[src/rtl/adc_peak_pkg.sv]
// Shared encodings for the ADC peak command/response engine.
package adc_peak_pkg;

  localparam logic [1:0] CMD_READ_PEAK  = 2'b00;
  localparam logic [1:0] CMD_READ_LAST  = 2'b01;
  localparam logic [1:0] CMD_CLEAR_PEAK = 2'b10;
  localparam logic [1:0] CMD_READ_ALL   = 2'b11;

  localparam logic [7:0] ACK_BYTE = 8'hAC;
  localparam logic [7:0] ERR_BYTE = 8'hEE;

  typedef enum logic [1:0] {
    ST_IDLE    = 2'd0,
    ST_LOAD    = 2'd1,
    ST_SEND_HI = 2'd2,
    ST_SEND_LO = 2'd3
  } state_e;

endpackage

[src/rtl/adc_peak_responder_if.sv]
// Opcode receive strobe and byte-wide valid/ready response channel.
interface adc_peak_responder_if;
  logic [7:0] rx_data;
  logic       rx_valid;
  logic [7:0] tx_data;
  logic       tx_valid;
  logic       tx_ready;
  logic       busy;
  logic       cmd_error;

  modport slave (
    input  rx_data, rx_valid, tx_ready,
    output tx_data, tx_valid, busy, cmd_error
  );

  modport master (
    output rx_data, rx_valid, tx_ready,
    input  tx_data, tx_valid, busy, cmd_error
  );
endinterface

[src/rtl/adc_peak_responder_peak_tracker.sv]
// Per-channel last-sample and running-peak registers; a clear that collides
// with a new sample leaves that sample as the fresh peak.
module peak_tracker #(
  parameter int SAMPLE_W = 10
) (
  input  logic                clk,
  input  logic                reset_b,
  input  logic [SAMPLE_W-1:0] sample,
  input  logic                sample_valid,
  input  logic                clear,
  output logic [SAMPLE_W-1:0] last_sample,
  output logic [SAMPLE_W-1:0] peak_value
);

  logic [SAMPLE_W-1:0] last_r;
  logic [SAMPLE_W-1:0] peak_r;

  // Sample capture and unsigned peak tracking
  always_ff @(posedge clk or negedge reset_b) begin
    if (!reset_b) begin
      last_r <= '0;
      peak_r <= '0;
    end else begin
      if (sample_valid) begin
        last_r <= sample;
      end
      if (clear) begin
        peak_r <= sample_valid ? sample : '0;
      end else if (sample_valid && (sample > peak_r)) begin
        peak_r <= sample;
      end
    end
  end

  assign last_sample = last_r;
  assign peak_value  = peak_r;

endmodule

[src/rtl/adc_peak_responder.sv]
// Opcode decode, response snapshot buffer and byte transmit FSM for the
// per-channel ADC peak/last trackers.
module adc_peak_responder
  import adc_peak_pkg::*;
#(
  parameter int NUM_CH   = 4,
  parameter int SAMPLE_W = 10
) (
  input  logic                       clk,
  input  logic                       reset_b,
  input  logic [NUM_CH*SAMPLE_W-1:0] sample_data,
  input  logic [NUM_CH-1:0]          sample_valid,
  adc_peak_responder_if.slave        bus
);

  localparam int CH_W = (NUM_CH > 1) ? $clog2(NUM_CH) : 1;

  state_e              state_r, state_nx_s;
  logic [1:0]          cmd_s;
  logic [5:0]          ch_field_s;
  logic [CH_W-1:0]     ch_s;
  logic                ch_bad_s;
  logic                accept_s;
  logic                more_s;
  logic [NUM_CH-1:0]   clear_s;

  logic [SAMPLE_W-1:0] peak_s [NUM_CH];
  logic [SAMPLE_W-1:0] last_s [NUM_CH];
  logic [15:0]         peak_ext_s [NUM_CH];
  logic [15:0]         last_ext_s [NUM_CH];
  logic [15:0]         sel_peak_s, sel_last_s;

  logic [15:0]         buf_r [NUM_CH];
  logic                single_r;
  logic [7:0]          single_byte_r;
  logic [CH_W-1:0]     last_idx_r, idx_r, idx_nx_s;

  logic [7:0]          tx_data_r, tx_data_nx_s;
  logic                tx_valid_r, tx_valid_nx_s;
  logic                busy_r, busy_nx_s;
  logic                cmd_error_r, cmd_error_nx_s;

  assign cmd_s      = bus.rx_data[7:6];
  assign ch_field_s = bus.rx_data[5:0];
  assign ch_s       = bus.rx_data[CH_W-1:0];
  assign ch_bad_s   = ({1'b0, ch_field_s} >= 7'(NUM_CH)) && (cmd_s != CMD_READ_ALL);
  assign accept_s   = (state_r == ST_IDLE) && bus.rx_valid;
  assign more_s     = !single_r && (idx_r != last_idx_r);

  // Per-channel clear strobe for an accepted, in-range CLEAR_PEAK
  always_comb begin
    clear_s = '0;
    for (int k = 0; k < NUM_CH; k++) begin
      if (accept_s && !ch_bad_s && (cmd_s == CMD_CLEAR_PEAK) && (ch_s == CH_W'(k))) begin
        clear_s[k] = 1'b1;
      end else begin
        clear_s[k] = 1'b0;
      end
    end
  end

  for (genvar g = 0; g < NUM_CH; g++) begin : g_ch
    peak_tracker #(
      .SAMPLE_W(SAMPLE_W)
    ) u_tracker (
      .clk          (clk),
      .reset_b      (reset_b),
      .sample       (sample_data[g*SAMPLE_W +: SAMPLE_W]),
      .sample_valid (sample_valid[g]),
      .clear        (clear_s[g]),
      .last_sample  (last_s[g]),
      .peak_value   (peak_s[g])
    );
  end

  // Zero-extend tracker values and mux out the addressed channel
  always_comb begin
    sel_peak_s = 16'h0000;
    sel_last_s = 16'h0000;
    for (int k = 0; k < NUM_CH; k++) begin
      peak_ext_s[k]                 = 16'h0000;
      peak_ext_s[k][SAMPLE_W-1:0]   = peak_s[k];
      last_ext_s[k]                 = 16'h0000;
      last_ext_s[k][SAMPLE_W-1:0]   = last_s[k];
      if (ch_s == CH_W'(k)) begin
        sel_peak_s = peak_ext_s[k];
        sel_last_s = last_ext_s[k];
      end else begin
        sel_peak_s = sel_peak_s;
        sel_last_s = sel_last_s;
      end
    end
  end

  // Snapshot on acceptance so later samples cannot disturb the response
  always_ff @(posedge clk or negedge reset_b) begin
    if (!reset_b) begin
      for (int k = 0; k < NUM_CH; k++) begin
        buf_r[k] <= 16'h0000;
      end
      single_r      <= 1'b0;
      single_byte_r <= 8'h00;
      last_idx_r    <= '0;
    end else if (accept_s) begin
      last_idx_r <= '0;
      if (ch_bad_s) begin
        single_r      <= 1'b1;
        single_byte_r <= ERR_BYTE;
      end else begin
        case (cmd_s)
          CMD_READ_PEAK: begin
            buf_r[0] <= sel_peak_s;
            single_r <= 1'b0;
          end
          CMD_READ_LAST: begin
            buf_r[0] <= sel_last_s;
            single_r <= 1'b0;
          end
          CMD_CLEAR_PEAK: begin
            single_r      <= 1'b1;
            single_byte_r <= ACK_BYTE;
          end
          CMD_READ_ALL: begin
            for (int k = 0; k < NUM_CH; k++) begin
              buf_r[k] <= peak_ext_s[k];
            end
            single_r   <= 1'b0;
            last_idx_r <= CH_W'(NUM_CH - 1);
          end
          default: begin
            single_r      <= 1'b1;
            single_byte_r <= ERR_BYTE;
          end
        endcase
      end
    end
  end

  // FSM state register
  always_ff @(posedge clk or negedge reset_b) begin
    if (!reset_b) begin
      state_r <= ST_IDLE;
    end else begin
      state_r <= state_nx_s;
    end
  end

  // FSM next-state logic
  always_comb begin
    state_nx_s = state_r;
    case (state_r)
      ST_IDLE: begin
        if (bus.rx_valid) state_nx_s = ST_LOAD;
        else              state_nx_s = ST_IDLE;
      end
      ST_LOAD: begin
        if (single_r) state_nx_s = ST_SEND_LO;
        else          state_nx_s = ST_SEND_HI;
      end
      ST_SEND_HI: begin
        if (bus.tx_ready) state_nx_s = ST_SEND_LO;
        else              state_nx_s = ST_SEND_HI;
      end
      ST_SEND_LO: begin
        if (bus.tx_ready) state_nx_s = more_s ? ST_LOAD : ST_IDLE;
        else              state_nx_s = ST_SEND_LO;
      end
      default: state_nx_s = ST_IDLE;
    endcase
  end

  // FSM output logic: next values of the registered outputs and word index
  always_comb begin
    tx_data_nx_s = tx_data_r;
    idx_nx_s     = idx_r;
    case (state_r)
      ST_IDLE: begin
        if (accept_s) idx_nx_s = '0;
        else          idx_nx_s = idx_r;
      end
      ST_LOAD: begin
        if (single_r) tx_data_nx_s = single_byte_r;
        else          tx_data_nx_s = buf_r[idx_r][15:8];
      end
      ST_SEND_HI: begin
        if (bus.tx_ready) tx_data_nx_s = buf_r[idx_r][7:0];
        else              tx_data_nx_s = tx_data_r;
      end
      ST_SEND_LO: begin
        if (bus.tx_ready && more_s) idx_nx_s = idx_r + CH_W'(1);
        else                        idx_nx_s = idx_r;
      end
      default: begin
        tx_data_nx_s = tx_data_r;
        idx_nx_s     = idx_r;
      end
    endcase
    tx_valid_nx_s  = (state_nx_s == ST_SEND_HI) || (state_nx_s == ST_SEND_LO);
    busy_nx_s      = (state_nx_s != ST_IDLE);
    cmd_error_nx_s = bus.rx_valid && ((state_r != ST_IDLE) || ch_bad_s);
  end

  // Registered outputs
  always_ff @(posedge clk or negedge reset_b) begin
    if (!reset_b) begin
      tx_data_r   <= 8'h00;
      tx_valid_r  <= 1'b0;
      busy_r      <= 1'b0;
      cmd_error_r <= 1'b0;
      idx_r       <= '0;
    end else begin
      tx_data_r   <= tx_data_nx_s;
      tx_valid_r  <= tx_valid_nx_s;
      busy_r      <= busy_nx_s;
      cmd_error_r <= cmd_error_nx_s;
      idx_r       <= idx_nx_s;
    end
  end

  assign bus.tx_data   = tx_data_r;
  assign bus.tx_valid  = tx_valid_r;
  assign bus.busy      = busy_r;
  assign bus.cmd_error = cmd_error_r;

endmodule

[src/flat_wrapper.sv]
// flat-port wrapper written by rule: the top's interface ports become plain ports
module adc_peak_responder_flat import adc_peak_pkg::*;
#(
  parameter int NUM_CH   = 4,
  parameter int SAMPLE_W = 10
)
  (clk, reset_b, sample_data, sample_valid, bus_rx_data, bus_rx_valid, bus_tx_ready, bus_tx_data, bus_tx_valid, bus_busy, bus_cmd_error);
  adc_peak_responder_if bus_i ();
  input  logic clk;
  input  logic reset_b;
  input  logic [NUM_CH*SAMPLE_W-1:0] sample_data;
  input  logic [NUM_CH-1:0] sample_valid;
  input wire logic [$bits(bus_i.rx_data)-1:0] bus_rx_data;
  input wire logic [$bits(bus_i.rx_valid)-1:0] bus_rx_valid;
  input wire logic [$bits(bus_i.tx_ready)-1:0] bus_tx_ready;
  output wire logic [$bits(bus_i.tx_data)-1:0] bus_tx_data;
  output wire logic [$bits(bus_i.tx_valid)-1:0] bus_tx_valid;
  output wire logic [$bits(bus_i.busy)-1:0] bus_busy;
  output wire logic [$bits(bus_i.cmd_error)-1:0] bus_cmd_error;
  assign bus_i.rx_data = bus_rx_data;
  assign bus_i.rx_valid = bus_rx_valid;
  assign bus_i.tx_ready = bus_tx_ready;
  assign bus_tx_data = bus_i.tx_data;
  assign bus_tx_valid = bus_i.tx_valid;
  assign bus_busy = bus_i.busy;
  assign bus_cmd_error = bus_i.cmd_error;
  adc_peak_responder #(.NUM_CH(NUM_CH), .SAMPLE_W(SAMPLE_W)) u_core (.clk(clk), .reset_b(reset_b), .sample_data(sample_data), .sample_valid(sample_valid), .bus(bus_i));
endmodule
[config.mk]
export PLATFORM = sky130hd
export DESIGN_NAME = adc_peak_responder_flat
export DESIGN_NICKNAME = d
export VERILOG_FILES = /design/src/rtl/adc_peak_pkg.sv /design/src/rtl/adc_peak_responder_if.sv /design/src/rtl/adc_peak_responder_peak_tracker.sv /design/src/rtl/adc_peak_responder.sv /design/src/flat_wrapper.sv
export SDC_FILE = /design/constraint.sdc
export NUM_CORES = 1
export LEC_CHECK = 0
export ABC_CLOCK_PERIOD_IN_PS = 2000
export BUFFER_PORTS_ARGS = -buffer_cell sky130_fd_sc_hd__buf_4
export CELL_PAD_IN_SITES_DETAIL_PLACEMENT = 1
export CELL_PAD_IN_SITES_GLOBAL_PLACEMENT = 2
export CORE_MARGIN = 2
export CORE_UTILIZATION = 36
export CTS_BUF_LIST = sky130_fd_sc_hd__clkbuf_8
export DETAILED_ROUTE_END_ITERATION = 8
export PLACE_DENSITY_LB_ADDON = 0.1
export SYNTH_ARGS = -nofsm -noshare
export SYNTH_HDL_FRONTEND = slang
export SYNTH_SLANG_ARGS = --single-unit
[constraint.sdc]
create_clock -name clk -period 2 [get_ports clk]
set_input_delay 0.2 -clock clk [delete_from_list [all_inputs] [get_ports clk]]
set_output_delay 0.2 -clock clk [all_outputs]
set_load 0.01 [all_outputs]
# --- Word-level counts from Yosys, hierarchy flattened ---
# Index checks and enable logic that the tools add are counted.
word_totals:
  regBits: 152
  latch_bits: 0
  ram_bits: 0
  romBits: 0
  input_bits: 56
  out_inout_bits: 11
  elab_cells: 130
  memories: 0
classes:
  n_addsub: 1
  n_mul: 0
  div_mod_pow: 0
  n_lt_le_gt_ge: 6
  eq_ne: 16
  shifts: 0
  mux: 46
  bitwise: 2
  n_reduce_logical: 38
ops:
  columns: ["op", "n"]
  rows:
  - ["two-way mux 10 bit", 20]
  - ["case mux 16 bit (3 select lines)", 1]
  - ["> comparator 10 bit", 4]
  - ["binary-select mux 16 bit (select 2 bit)", 1]
  - ["two-way mux 16 bit", 2]
  - ["two-way mux 8 bit", 4]
  - ["nonzero test 2 bit", 9]
  - ["== test 2 bit (second input constant)", 8]
  - ["case mux 8 bit (2 select lines)", 1]
  - ["logical AND 1 bit", 15]
  - ["two-way mux 2 bit", 5]
  - ["two-way mux 1 bit", 9]
  - ["AND reduction 3 bit", 3]
  - ["case mux 2 bit (4 select lines)", 1]
  - ["== test 2 x 1 -> 1 bit (second input constant)", 3]
  - ["greater-or-equal comparator 6 x 3 -> 1 bit (second input constant)", 1]
  - ["zero test 2 bit", 3]
  - ["inequality test 2 x 1 -> 1 bit (second input constant)", 2]
  - ["inequality test 2 bit (second input constant)", 2]
  - ["case mux 2 bit (2 select lines)", 1]
  - ["AND reduction 2 bit", 2]
  - ["greater-or-equal comparator 3 bit (second input constant)", 1]
  - ["NOT 2 -> 3 bit", 1]
  - ["nonzero test 3 bit", 1]
  - ["7 further kinds", 9]

# --- Logic depth before layout (Yosys ltp) ---
# Gate-level depths: netlist of run 1.
depth:
  word_depth: 8
  mapped_depth: 8
  depth_no_buf: 7

# --- Cells and area by module ---
# From an unflattened synthesis of run 1, not the netlist that was laid out.
hier_totals:
  cells_unflattened: 625
  area_unflattened_um2: 7747.4
by_module_without_submodules:
  columns: ["module", "n_inst", "cells_each", "area_per_inst_um2", "seq_area_each_um2"]
  rows:
  - ["adc_peak_responder", 1, 297, 3687.3, 1451.4]
  - ["peak_tracker (u_core.g_ch[2].u_tracker ...)", 2, 81, 1006.0, 500.5]
  - ["peak_tracker (u_core.g_ch[0].u_tracker)", 1, 83, 1032.2, 500.5]
  - ["peak_tracker (u_core.g_ch[1].u_tracker)", 1, 83, 1016.0, 500.5]

# --- Worst setup path after synthesis of run 1 ---
# Ideal clock, no wire load.
synth_path:
  path_type: "reg-to-reg"
  startpoint: "register u_core.g_ch[1].u_tracker.peak_r[9]"
  endpoint: "register u_core.g_ch[1].u_tracker.peak_r[0]"
  setup_time_ns: 0.157
  t_arrival_ns: 1.988
  t_required_ns: 1.843
  setup_slack_ns: -0.145
  stages_incl_launch_ff: 8
  path_buffers: 0
  period_less_slack_ns: 2.145
  cell_sequence: "dfrtp_1 > inv_1 > ha_1 > and4_1 > o2111a_1 > a2111o_1 > a22oi_1 > o22ai_1"
synth_via:
  elab_chain_cells: 3
synth_lines:
  columns: ["element", "line", "source"]
  rows:
  - ["start: declaration", "adc_peak_responder_peak_tracker.sv:16", "logic [SAMPLE_W-1:0] peak_r;"]
  - ["start signal: assignment", "adc_peak_responder_peak_tracker.sv:28", "peak_r <= sample_valid ? sample : '0;"]
  - ["start signal: assignment", "adc_peak_responder_peak_tracker.sv:30", "peak_r <= sample;"]
  - ["> comparator 10 bit", "adc_peak_responder_peak_tracker.sv:29", "end else if (sample_valid && (sample > peak_r)) begin"]
  - ["logical AND 1 bit", "adc_peak_responder_peak_tracker.sv:29", null]
  - ["nonzero test 2 bit (no source line)", null, null]
# Every way passes these cells.
# A chain may end at the register's enable or synchronous reset.

# --- Worst setup path in the final report of run 1 ---
layout_path:
  startpoint: "register u_core.g_ch[1].u_tracker.peak_r[1]"
  endpoint: "register u_core.g_ch[1].u_tracker.peak_r[8]"
# The elaborated chain is that of the path after synthesis.

==> flow_summary.json, run 1 <==
{
  "ctsLongestPathBuffers": 2,
  "critical-path-top-delay-family": "compound AO/OA/AOI/OAI gates",
  "worstMarginPinSlew_ns": 0.570,
  "grt_pass1_vias": 6900,
  "dieArea_um2": 21200,
  "maxSlewHeadroom_pct": 62.0,
  "crit_path_end_kind": "register",
  "fillers": 2184,
  "preCtsSetupSlack_ns": -0.374,
  "firstDrtPassIters": 6,
  "numCtsBuffers": 17,
  "hp-class": "primary input to register",
  "cpPeakStageDelay_ns": 0.42,
  "track_usage_pct": 24.5,
  "dp.cells": 1129,
  "ff_latch_area_um2": 3480,
  "drt-wirelength-per-cell_um": 21.4,
  "required_ns": 2.37,
  "root_buffer": "clkbuf_8",
  "area_growth_pct": 41.9,
  "grt_max_degree": 61,
  "power_density_nw_per_um2": 1410,
  "synth-seq-cells": 139,
  "syn_avg_cell_area_um2": 9.98,
  "cts_tree": "done",
  "synthArstFlopShare_pct": 100,
  "port-buffer-count": 66,
  "antenna_found_initial": 0,
  "cp_slowest_cell": "a2111o_1",
  "critical_path_arrival_ns": 2.49,
  "grt.overflow.total": 0,
  "drt-total-wl_um": 25800,
  "globalplace.congestion": 0.902,
  "period_needed_ns": 2.12,
  "core_area_um2": 19600,
  "fin_cells": 1208,
  "rsz0062_at_grt": "true",
  "final.period_utilization_pct": 106,
  "ys_seq_area_share_pct": 48.1,
  "ys.flop_type": "dfrtp_1",
  "synth_edf_count": 0,
  "die_h_um": 146,
  "worst_hold_slack_ns": 0.0202,
  "syn_area_um2": 7230,
  "synth_cell_type_count": 49,
  "status": "finished, violations left",
  "syn_inst": 725,
  "initial_core_util_pct": 36.9,
  "setup.worst_path.start_class": "register",
  "vias": 6380,
  "path_buf_inv": 2,
  "skew_ns": 0.0104,
  "final_net_count": 1031,
  "leakagePower_nw": 4.75,
  "rows": 51,
  "violations": "negative setup slack",
  "first_iter_violations": 323,
  "finalMaxSlewViolations": 0,
  "place_hpwl_um": 18900,
  "worst-path-max-fanout": 7,
  "final-setup-viol-count": 20,
  "grt_pass1_wl_um": 39600,
  "ys_warn_count": 0,
  "fmax_mhz": 472,
  "clock_sinks": 139,
  "cts.clk_slew.worst_paths_ns": 0.08,
  "worst_slack_ns": -0.118,
  "pin_count": 67,
  "crit_chain": "inv_2, ha_4, nor2b_4, o2111a_1, a2111o_1, a32o_2, buf_6, o22ai_2",
  "insertion_delay_ns": 0.45,
  "ir_drop_uv": 580,
  "antenna_cells": 0,
  "drive_gt1_share_pct": 40.9,
  "ant_nets": 0,
  "fp.dieW_um": 146,
  "synthesis.nets": 826,
  "htreeDepth": 4,
  "multiInputGateArea_um2": 3940,
  "maxCapViolations": 0,
  "crit_type": "register to register",
  "hold_viol_final": 0,
  "routed_via_density": 5.28,
  "route.detailed.drc": 0
}
[path summary, 6_finish.rpt]
path | from | end | slack, ns | cells past startpoint
max in group asynchronous | reset_b | u_core.g_ch[2].u_tracker.peak_value[4] | 0.99 | 3
min in group asynchronous | reset_b | u_core.g_ch[1].u_tracker.last_sample[3] | 0.29 | 2
min | sample_data[9] | u_core.g_ch[0].u_tracker.last_sample[9] | 0.02 | 3
min reg2reg | u_core.single_byte_r[5] | u_core.single_byte_r[5] | 0.48 | 1
max | u_core.g_ch[1].u_tracker.peak_value[1] | u_core.g_ch[1].u_tracker.peak_value[8] | -0.12 | 8
max reg2reg | u_core.g_ch[1].u_tracker.peak_value[1] | u_core.g_ch[1].u_tracker.peak_value[8] | -0.12 | 8
[flip-flops by register name, summed over array words and instances (netlist names)]
signal	cells
u_core.bus.cmd_error	1
u_core.bus.tx_valid	1
u_core.single_r	1
u_core.buf_r	40
u_core.idx_r	2
u_core.g_ch.u_tracker.last_sample	40
u_core.state_r	2
u_core.bus.tx_data	8
u_core.single_byte_r	2
u_core.bus.busy	1
u_core.g_ch.u_tracker.peak_value	40
u_core.last_idx_r	1
[stage by stage]
stage | util (%) | power, mW | TNS [ns] | cell area [um2]
floorplan | - | 7.29 | 0 | 7260
global placement | 44.9 | 10.1 | -6.34 | 8800
detailed placement | 44.9 | 10.4 | -9.22 | 8800
CTS | 49.5 | 13.6 | -0.395 | 9700
global route | 52.4 | 15.4 | -3.32 | 10300
finish | 52.4 | 14.5 | -1.27 | 10300
[cell families after synthesis]
| kind of cell | Yosys count | synth area share (%) |
|---|---|---|
| buf+inv | 128 | 6.74 |
| fa+ha+maj | 45 | 7.78 |
| mux | 32 | 9.32 |
| simple gates | 168 | 10.6 |
| flops | 139 | 48.1 |
| compound gates | 213 | 17.5 |
[cell usage in the layout (no fill, tap or decap), types with 3 or more instances in the layout]
cell / Yosys / layout
buf_4: 0 / 200
dfrtp_1: 139 / 139
nand2_1: 116 / 114
o21ai_0: 106 / 101
inv_1: 90 / 68
mux4_2: 28 / 28
ha_4: 0 / 27
inv_2: 1 / 25
o22ai_2: 0 / 22
a21oi_1: 22 / 18
o22ai_1: 40 / 18
clkbuf_8: 0 / 18
ha_1: 45 / 17
buf_6: 0 / 12
o211ai_1: 10 / 10
nor2_1: 9 / 9
nand4_1: 7 / 7
dlygate4sd3_1: 0 / 6
nand3_1: 7 / 5
nor2b_1: 6 / 5
clkinv_2: 0 / 5
o31ai_1: 4 / 4
nand2b_1: 4 / 4
buf_12: 0 / 4
mux2_2: 3 / 3
a22oi_1: 5 / 3
o21ai_2: 0 / 3
a211oi_2: 0 / 3
a21oi_2: 0 / 3
and4_4: 0 / 3
bufinv_16: 0 / 3
clkinvlp_4: 0 / 3
[worst register-to-register path: cells and delay by family, from the launching register on]
kind	cells	cell delay (ns)
buffers and inverters	2	0.23
AOI/OAI and AO/OA	4	1.10
DFF	1	0.39
adders and majority gates	1	0.20
and+or+nand+nor	1	0.12
[final cells by class]
type | count | area share [%]
flip-flops and latches | 139 | 33.9
well taps | 265 | 3.23
clock buffers | 18 | 2.41
multi-input cells | 459 | 38.4
inverters | 91 | 3.33
repair buffers | 222 | 17.3
clock inverters | 14 | 1.50
[synth_stat cells, drive strengths merged, types with 3 or more instances]
| cell type | instances | area [um2] |
|---|---|---|
| a22oi | 5 | 37.5 |
| a211oi | 5 | 37.5 |
| nor2 | 9 | 33.8 |
| nand3 | 7 | 35.0 |
| mux2 | 3 | 33.8 |
| and4 | 5 | 43.8 |
| a21oi | 22 | 110 |
| a32o | 3 | 30.0 |
| clkbuf | 30 | 113 |
| inv | 91 | 342 |
| ha | 45 | 563 |
| dfrtp | 139 | 3480 |
| o22ai | 40 | 250 |
| nand2b | 4 | 25.0 |
| o21ai | 106 | 531 |
| mux4 | 28 | 631 |
| nand2 | 116 | 435 |
| buf | 7 | 33.8 |
| nor2b | 6 | 37.5 |
| o211ai | 10 | 75.1 |
| nand4 | 7 | 43.8 |
| o31ai | 4 | 30.0 |
[metal layers]
layer / vias up / wire (um) / GRT usage (%) / share of wire, %
met5: - / 0 / 0 / 0
met3: 32 / 1230 / 4.80 / 4.8
met2: 111 / 13300 / 42.2 / 52
met4: 0 / 596 / 7.45 / 2.3
li1: 2977 / - / - / -
met1: 3260 / 10700 / 31.2 / 41
[power by group]
| part | total, mW | internal (mW) | switching (mW) |
|---|---|---|---|
| Combinational | 7.51 | 3.94 | 3.57 |
| Clock | 2.38 | 1.25 | 1.13 |
| Sequential | 4.59 | 3.81 | 0.775 |
| Total | 14.5 | 9.00 | 5.48 |
[repair_timing]
action                     4_1_cts  5_1_grt
cloned                           0        2
resized for setup               47       79
pin swaps                       15       31
hold endpoints to repair        53        1
setup endpoints to repair       40       41
setup buffers                   26       16
hold buffers                     5        1
Power figures use the tool's default switching activity.
==> run 2, diff against run 1 <==
Settings changed: CTS_CLUSTER_DIAMETER from default to 200, SKIP_CTS_REPAIR_TIMING from default to 1.
==> flow_summary.json, run 2 (synthesized netlist as in run 1, its figures left out) <==
{
  "ctsLongestPathBuffers": 2,
  "fmax_mhz": 470,
  "globalplace.congestion": 0.902,
  "htreeDepth": 4,
  "finalMaxSlewViolations": 0,
  "leakagePower_nw": 4.68,
  "antenna_found_initial": 0,
  "required_ns": 2.33,
  "violations": "negative setup slack",
  "clock_sinks": 139,
  "grt_pass1_wl_um": 38000,
  "rows": 51,
  "pin_count": 67,
  "hp-class": "primary input to register",
  "cpPeakStageDelay_ns": 0.38,
  "cts.clk_slew.worst_paths_ns": 0.08,
  "ir_drop_uv": 558,
  "port-buffer-count": 66,
  "period_needed_ns": 2.13,
  "insertion_delay_ns": 0.45,
  "critical-path-top-delay-family": "compound AO/OA/AOI/OAI gates",
  "antenna_cells": 0,
  "initial_core_util_pct": 36.9,
  "grt.overflow.total": 0,
  "dp.cells": 1129,
  "fin_cells": 1191,
  "skew_ns": 0.0101,
  "maxSlewHeadroom_pct": 61.9,
  "vias": 6337,
  "crit_chain": "inv_2, ha_1, nor2b_1, o2111a_1, a2111o_1, buf_4, a22oi_2, buf_12, o22ai_1",
  "final-setup-viol-count": 24,
  "hold_viol_final": 0,
  "worstMarginPinSlew_ns": 0.571,
  "dieArea_um2": 21200,
  "drive_gt1_share_pct": 39.8,
  "drt-total-wl_um": 25700,
  "setup.worst_path.start_class": "register",
  "power_density_nw_per_um2": 1410,
  "route.detailed.drc": 0,
  "crit_type": "register to register",
  "first_iter_violations": 328,
  "numCtsBuffers": 17,
  "critical_path_arrival_ns": 2.45,
  "layout_commonest_cell": "buf_4",
  "layout_common_cells": "186 x buf_4, 139 x dfrtp_1, 114 x nand2_1",
  "status": "finished, violations left",
  "track_usage_pct": 23.5,
  "cp_slowest_cell": "dfrtp_1",
  "ant_nets": 0,
  "path_buf_inv": 3,
  "routed_via_density": 5.32,
  "crit_path_end_kind": "register",
  "root_buffer": "clkbuf_8",
  "place_hpwl_um": 18900,
  "area_growth_pct": 40.2,
  "worst-path-max-fanout": 10,
  "worst_slack_ns": -0.128,
  "cts_tree": "done",
  "final.period_utilization_pct": 106,
  "grt_pass1_vias": 6674,
  "worst_hold_slack_ns": 0.00305,
  "fp.dieW_um": 146,
  "maxCapViolations": 0,
  "grt_max_degree": 61,
  "final_net_count": 1014,
  "firstDrtPassIters": 4,
  "drt-wirelength-per-cell_um": 21.6,
  "die_h_um": 146,
  "core_area_um2": 19600,
  "rsz0062_at_grt": "true"
}
[run 2: area by class of cell]
cell class	count	area [um2]
Fill cell	2177	9440
Sequential cell	139	3480
Multi-Input combinational cell	459	3920
Tap cell	265	332
Clock inverter	14	154
Clock buffer	18	248
Timing Repair Buffer	205	1670
Inverter	91	342
[run 2: path summary, 6_finish.rpt]
kind | start | endpoint | cells after the start | slack [ns]
max reg2reg | u_core.g_ch[1].u_tracker.peak_value[1] | u_core.g_ch[1].u_tracker.peak_value[3] | 9 | -0.13
max in group asynchronous | reset_b | u_core.g_ch[2].u_tracker.peak_value[4] | 3 | 0.99
max | u_core.g_ch[1].u_tracker.peak_value[1] | u_core.g_ch[1].u_tracker.peak_value[3] | 9 | -0.13
min reg2reg | u_core.buf_r[16] | u_core.buf_r[16] | 2 | 0.48
min | sample_data[13] | u_core.g_ch[1].u_tracker.last_sample[3] | 3 | 0.003
min in group asynchronous | reset_b | u_core.g_ch[1].u_tracker.last_sample[3] | 2 | 0.28
[run 2: worst register-to-register path, stage by stage (launching register included)]
cell and delay [ns]:
dfrtp_1 0.38, inv_2 0.05, ha_1 0.28, nor2b_1 0.13, o2111a_1 0.22, a2111o_1 0.37
buf_4 0.15, a22oi_2 0.19, buf_12 0.16, o22ai_1 0.08
[run 2: stage by stage]
stage          setup TNS [ns]  total power [mW]  setup slack [ns]  cell area [um2]  utilization [%]
2_1_floorplan               0              7.29            0.0103             7260                -
3_3_place_gp            -6.34              10.1            -0.242             8800             44.9
3_5_place_dp            -9.22              10.4            -0.374             8800             44.9
4_1_cts                 -9.97              12.8            -0.435             9200             47.0
5_1_grt                 -3.53              15.3            -0.179            10100             51.8
6_report                -1.30              14.3            -0.128            10100             51.8
[run 2: report_power, final]
| group | internal (mW) | total, mW | switching [mW] |
|---|---|---|---|
| Sequential | 3.81 | 4.59 | 0.780 |
| Clock | 1.25 | 2.39 | 1.14 |
| Combinational | 3.82 | 7.36 | 3.53 |
| Total | 8.88 | 14.3 | 5.46 |
[run 2: per-layer routing]
layer / track usage (%) / up-vias / share of wire, %
met4: 6.62 / 0 / 2.9
met3: 5.20 / 37 / 4.3
met1: 29.9 / 3245 / 42
li1: - / 2940 / -
met2: 40.4 / 115 / 51
met5: 0 / - / 0
==> run 3, diff against run 2 <==
Settings changed: ABC_CLOCK_PERIOD_IN_PS 2000 to 2100, CORE_UTILIZATION 36 to 43, SYNTH_HIERARCHICAL from default to 1.
Clock period 2 ns to 2.1 ns, I/O delays scaled along.
==> flow_summary.json, run 3 <==
{
  "crit_path_end_kind": "register",
  "required_ns": 2.45,
  "worst_hold_slack_ns": 0.00646,
  "insertion_delay_ns": 0.47,
  "leakagePower_nw": 4.33,
  "grt_pass1_vias": 6157,
  "synth_cell_type_count": 63,
  "ys_seq_area_share_pct": 44.6,
  "layout_commonest_cell": "dfrtp_1",
  "final.period_utilization_pct": 101,
  "vias": 5908,
  "track_usage_pct": 24.3,
  "drive_gt1_share_pct": 43.1,
  "synthArstFlopShare_pct": 100,
  "initial_core_util_pct": 43.4,
  "antenna_cells": 0,
  "cp.depth": 9,
  "globalplace.congestion": 0.813,
  "rr_startpoint": "u_core/g_ch[1].u_tracker/peak_value[3]",
  "fmax_mhz": 473,
  "routed_via_density": 5.87,
  "synth_edf_count": 0,
  "worst_slack_ns": -0.0129,
  "synthesis.nets": 721,
  "setup.worst_path.start_class": "primary input",
  "fillers": 1825,
  "first_iter_violations": 410,
  "port-buffer-count": 66,
  "syn_inst": 625,
  "maxSlewHeadroom_pct": 50.3,
  "die_h_um": 138,
  "dp.cells": 943,
  "dieArea_um2": 19100,
  "power_density_nw_per_um2": 1310,
  "grt_pass1_wl_um": 35900,
  "worstMarginPinSlew_ns": 0.744,
  "worstHoldPathCells": 2,
  "cp_slowest_cell": "dlygate4sd3_1",
  "root_buffer": "clkbuf_8",
  "ys.flop_type": "dfrtp_1",
  "numCtsBuffers": 17,
  "ys_warn_count": 6,
  "fp.dieW_um": 138,
  "ff_latch_area_um2": 3450,
  "ys_top_cells_by_count": "138 x dfrtp_1, 71 x mux2_2, 52 x inv_1",
  "rsz0062_at_grt": "true",
  "r2r_setup_slack_ns": 0.01,
  "postPlaceCellArea_um2": 8800,
  "crit_path_end": "u_core/g_ch[1].u_tracker/peak_value[3]",
  "crit_start": "sample_data[13]",
  "maxCapViolations": 0,
  "ctsLongestPathBuffers": 2,
  "synth-seq-cells": 138,
  "grt.overflow.total": 0,
  "rr_worst_depth": 8,
  "ys_top_cells_by_area": "dfrtp_1 45%, mux2_2 10%, ha_1 6.5%",
  "antenna_found_initial": 0,
  "route.detailed.drc": 0,
  "cts_tree": "done",
  "rr_endpoint": "u_core/g_ch[1].u_tracker/peak_value[3]",
  "synth_top_area_cell": "dfrtp_1",
  "core_area_um2": 17800,
  "grt_max_degree": 59,
  "worst_path_most_repeated_cell": "buf_4",
  "synth_most_common_cell": "dfrtp_1",
  "final_net_count": 861,
  "worst-path-max-fanout": 5,
  "crit_type": "primary input to register",
  "syn_avg_cell_area_um2": 12.4,
  "final-setup-viol-count": 10,
  "critical_path_arrival_ns": 2.47,
  "multiInputGateArea_um2": 4150,
  "layout_common_cells": "138 x dfrtp_1, 135 x buf_4, 71 x mux2_2",
  "cpPeakStageDelay_ns": 0.53,
  "path_buf_inv": 3,
  "cts.clk_slew.worst_paths_ns": 0.08,
  "hold_viol_final": 0,
  "utilization_pct": 55.1,
  "finalMaxSlewViolations": 0,
  "htreeDepth": 4,
  "hp-class": "primary input to register",
  "status": "finished, violations left",
  "fin_cells": 1007,
  "drt-total-wl_um": 23500,
  "rows": 49,
  "p_total_mw": 12.9,
  "postLayoutCellArea_um2": 9840,
  "period_needed_ns": 2.11,
  "pin_count": 67,
  "ant_nets": 0,
  "firstDrtPassIters": 5,
  "drt-wirelength-per-cell_um": 23.3,
  "syn_area_um2": 7750,
  "clock_sinks": 138,
  "critical-path-top-delay-family": "compound AO/OA/AOI/OAI gates",
  "ir_drop_uv": 801,
  "violations": "negative setup slack",
  "area_growth_pct": 27.0,
  "crit_chain": "dlygate4sd3_1, buf_4, ha_1, a21oi_2, o21ai_1, a2111oi_4, buf_4, o21ai_4, a32o_1",
  "skew_ns": 0.0106,
  "synth_top_cell_area_share_pct": 44.6,
  "place_hpwl_um": 17000
}
==> run 3: cell type report <==
cell class / count / share of cell area, %
multi-input combinational: 396 / 42.2
timing repair buffer: 160 / 13.3
tap: 229 / 2.91
sequential: 138 / 35.1
clock buffer: 17 / 2.38
clock inverter: 15 / 2.11
inverter: 52 / 1.98
==> run 3: metal layers <==
layer / GRT usage, % / part of all wire [%] / vias up
li1: - / - / 2693
met1: 33.8 / 47 / 3054
met2: 39.3 / 49 / 128
met3: 3.84 / 2.8 / 33
met4: 7.95 / 1.9 / 0
met5: 0 / 0 / -
==> run 3: logic make-up after synthesis <==
family / share of synthesized area, %
and+or+nand+nor: 6.59
muxes: 21.1
DFF: 44.6
buffers and inverters: 5.91
adders and majority gates: 6.46
AOI/OAI and AO/OA: 15.4
==> run 3: how the worst min path moves through the flow <==
stage | startpoint | end
after global routing | sample_data[22] | u_core/g_ch[2].u_tracker/last_sample[2]
after global placement | reset_b | u_core/bus.tx_data[4]
after CTS | reset_b | u_core/bus.tx_data[4]
after floorplan | reset_b | u_core/buf_r[0]
final | bus_rx_data[7] | u_core/single_byte_r[6]
after detailed placement | reset_b | u_core/bus.tx_data[4]
==> run 3: power by group <==
group,internal (mW),total (mW),switching (mW)
Combinational,3.22,6.11,2.90
Sequential,3.60,4.27,0.672
Clock,1.39,2.48,1.08
==> run 3: stage by stage <==
step / worst slack, ns / TNS [ns]
floorplan: 0.115 / 0
global placement: 0.0102 / 0
detailed placement: -0.0339 / -0.401
CTS: -0.0655 / -0.990
global route: -0.109 / -1.55
finish: -0.0129 / -0.0842
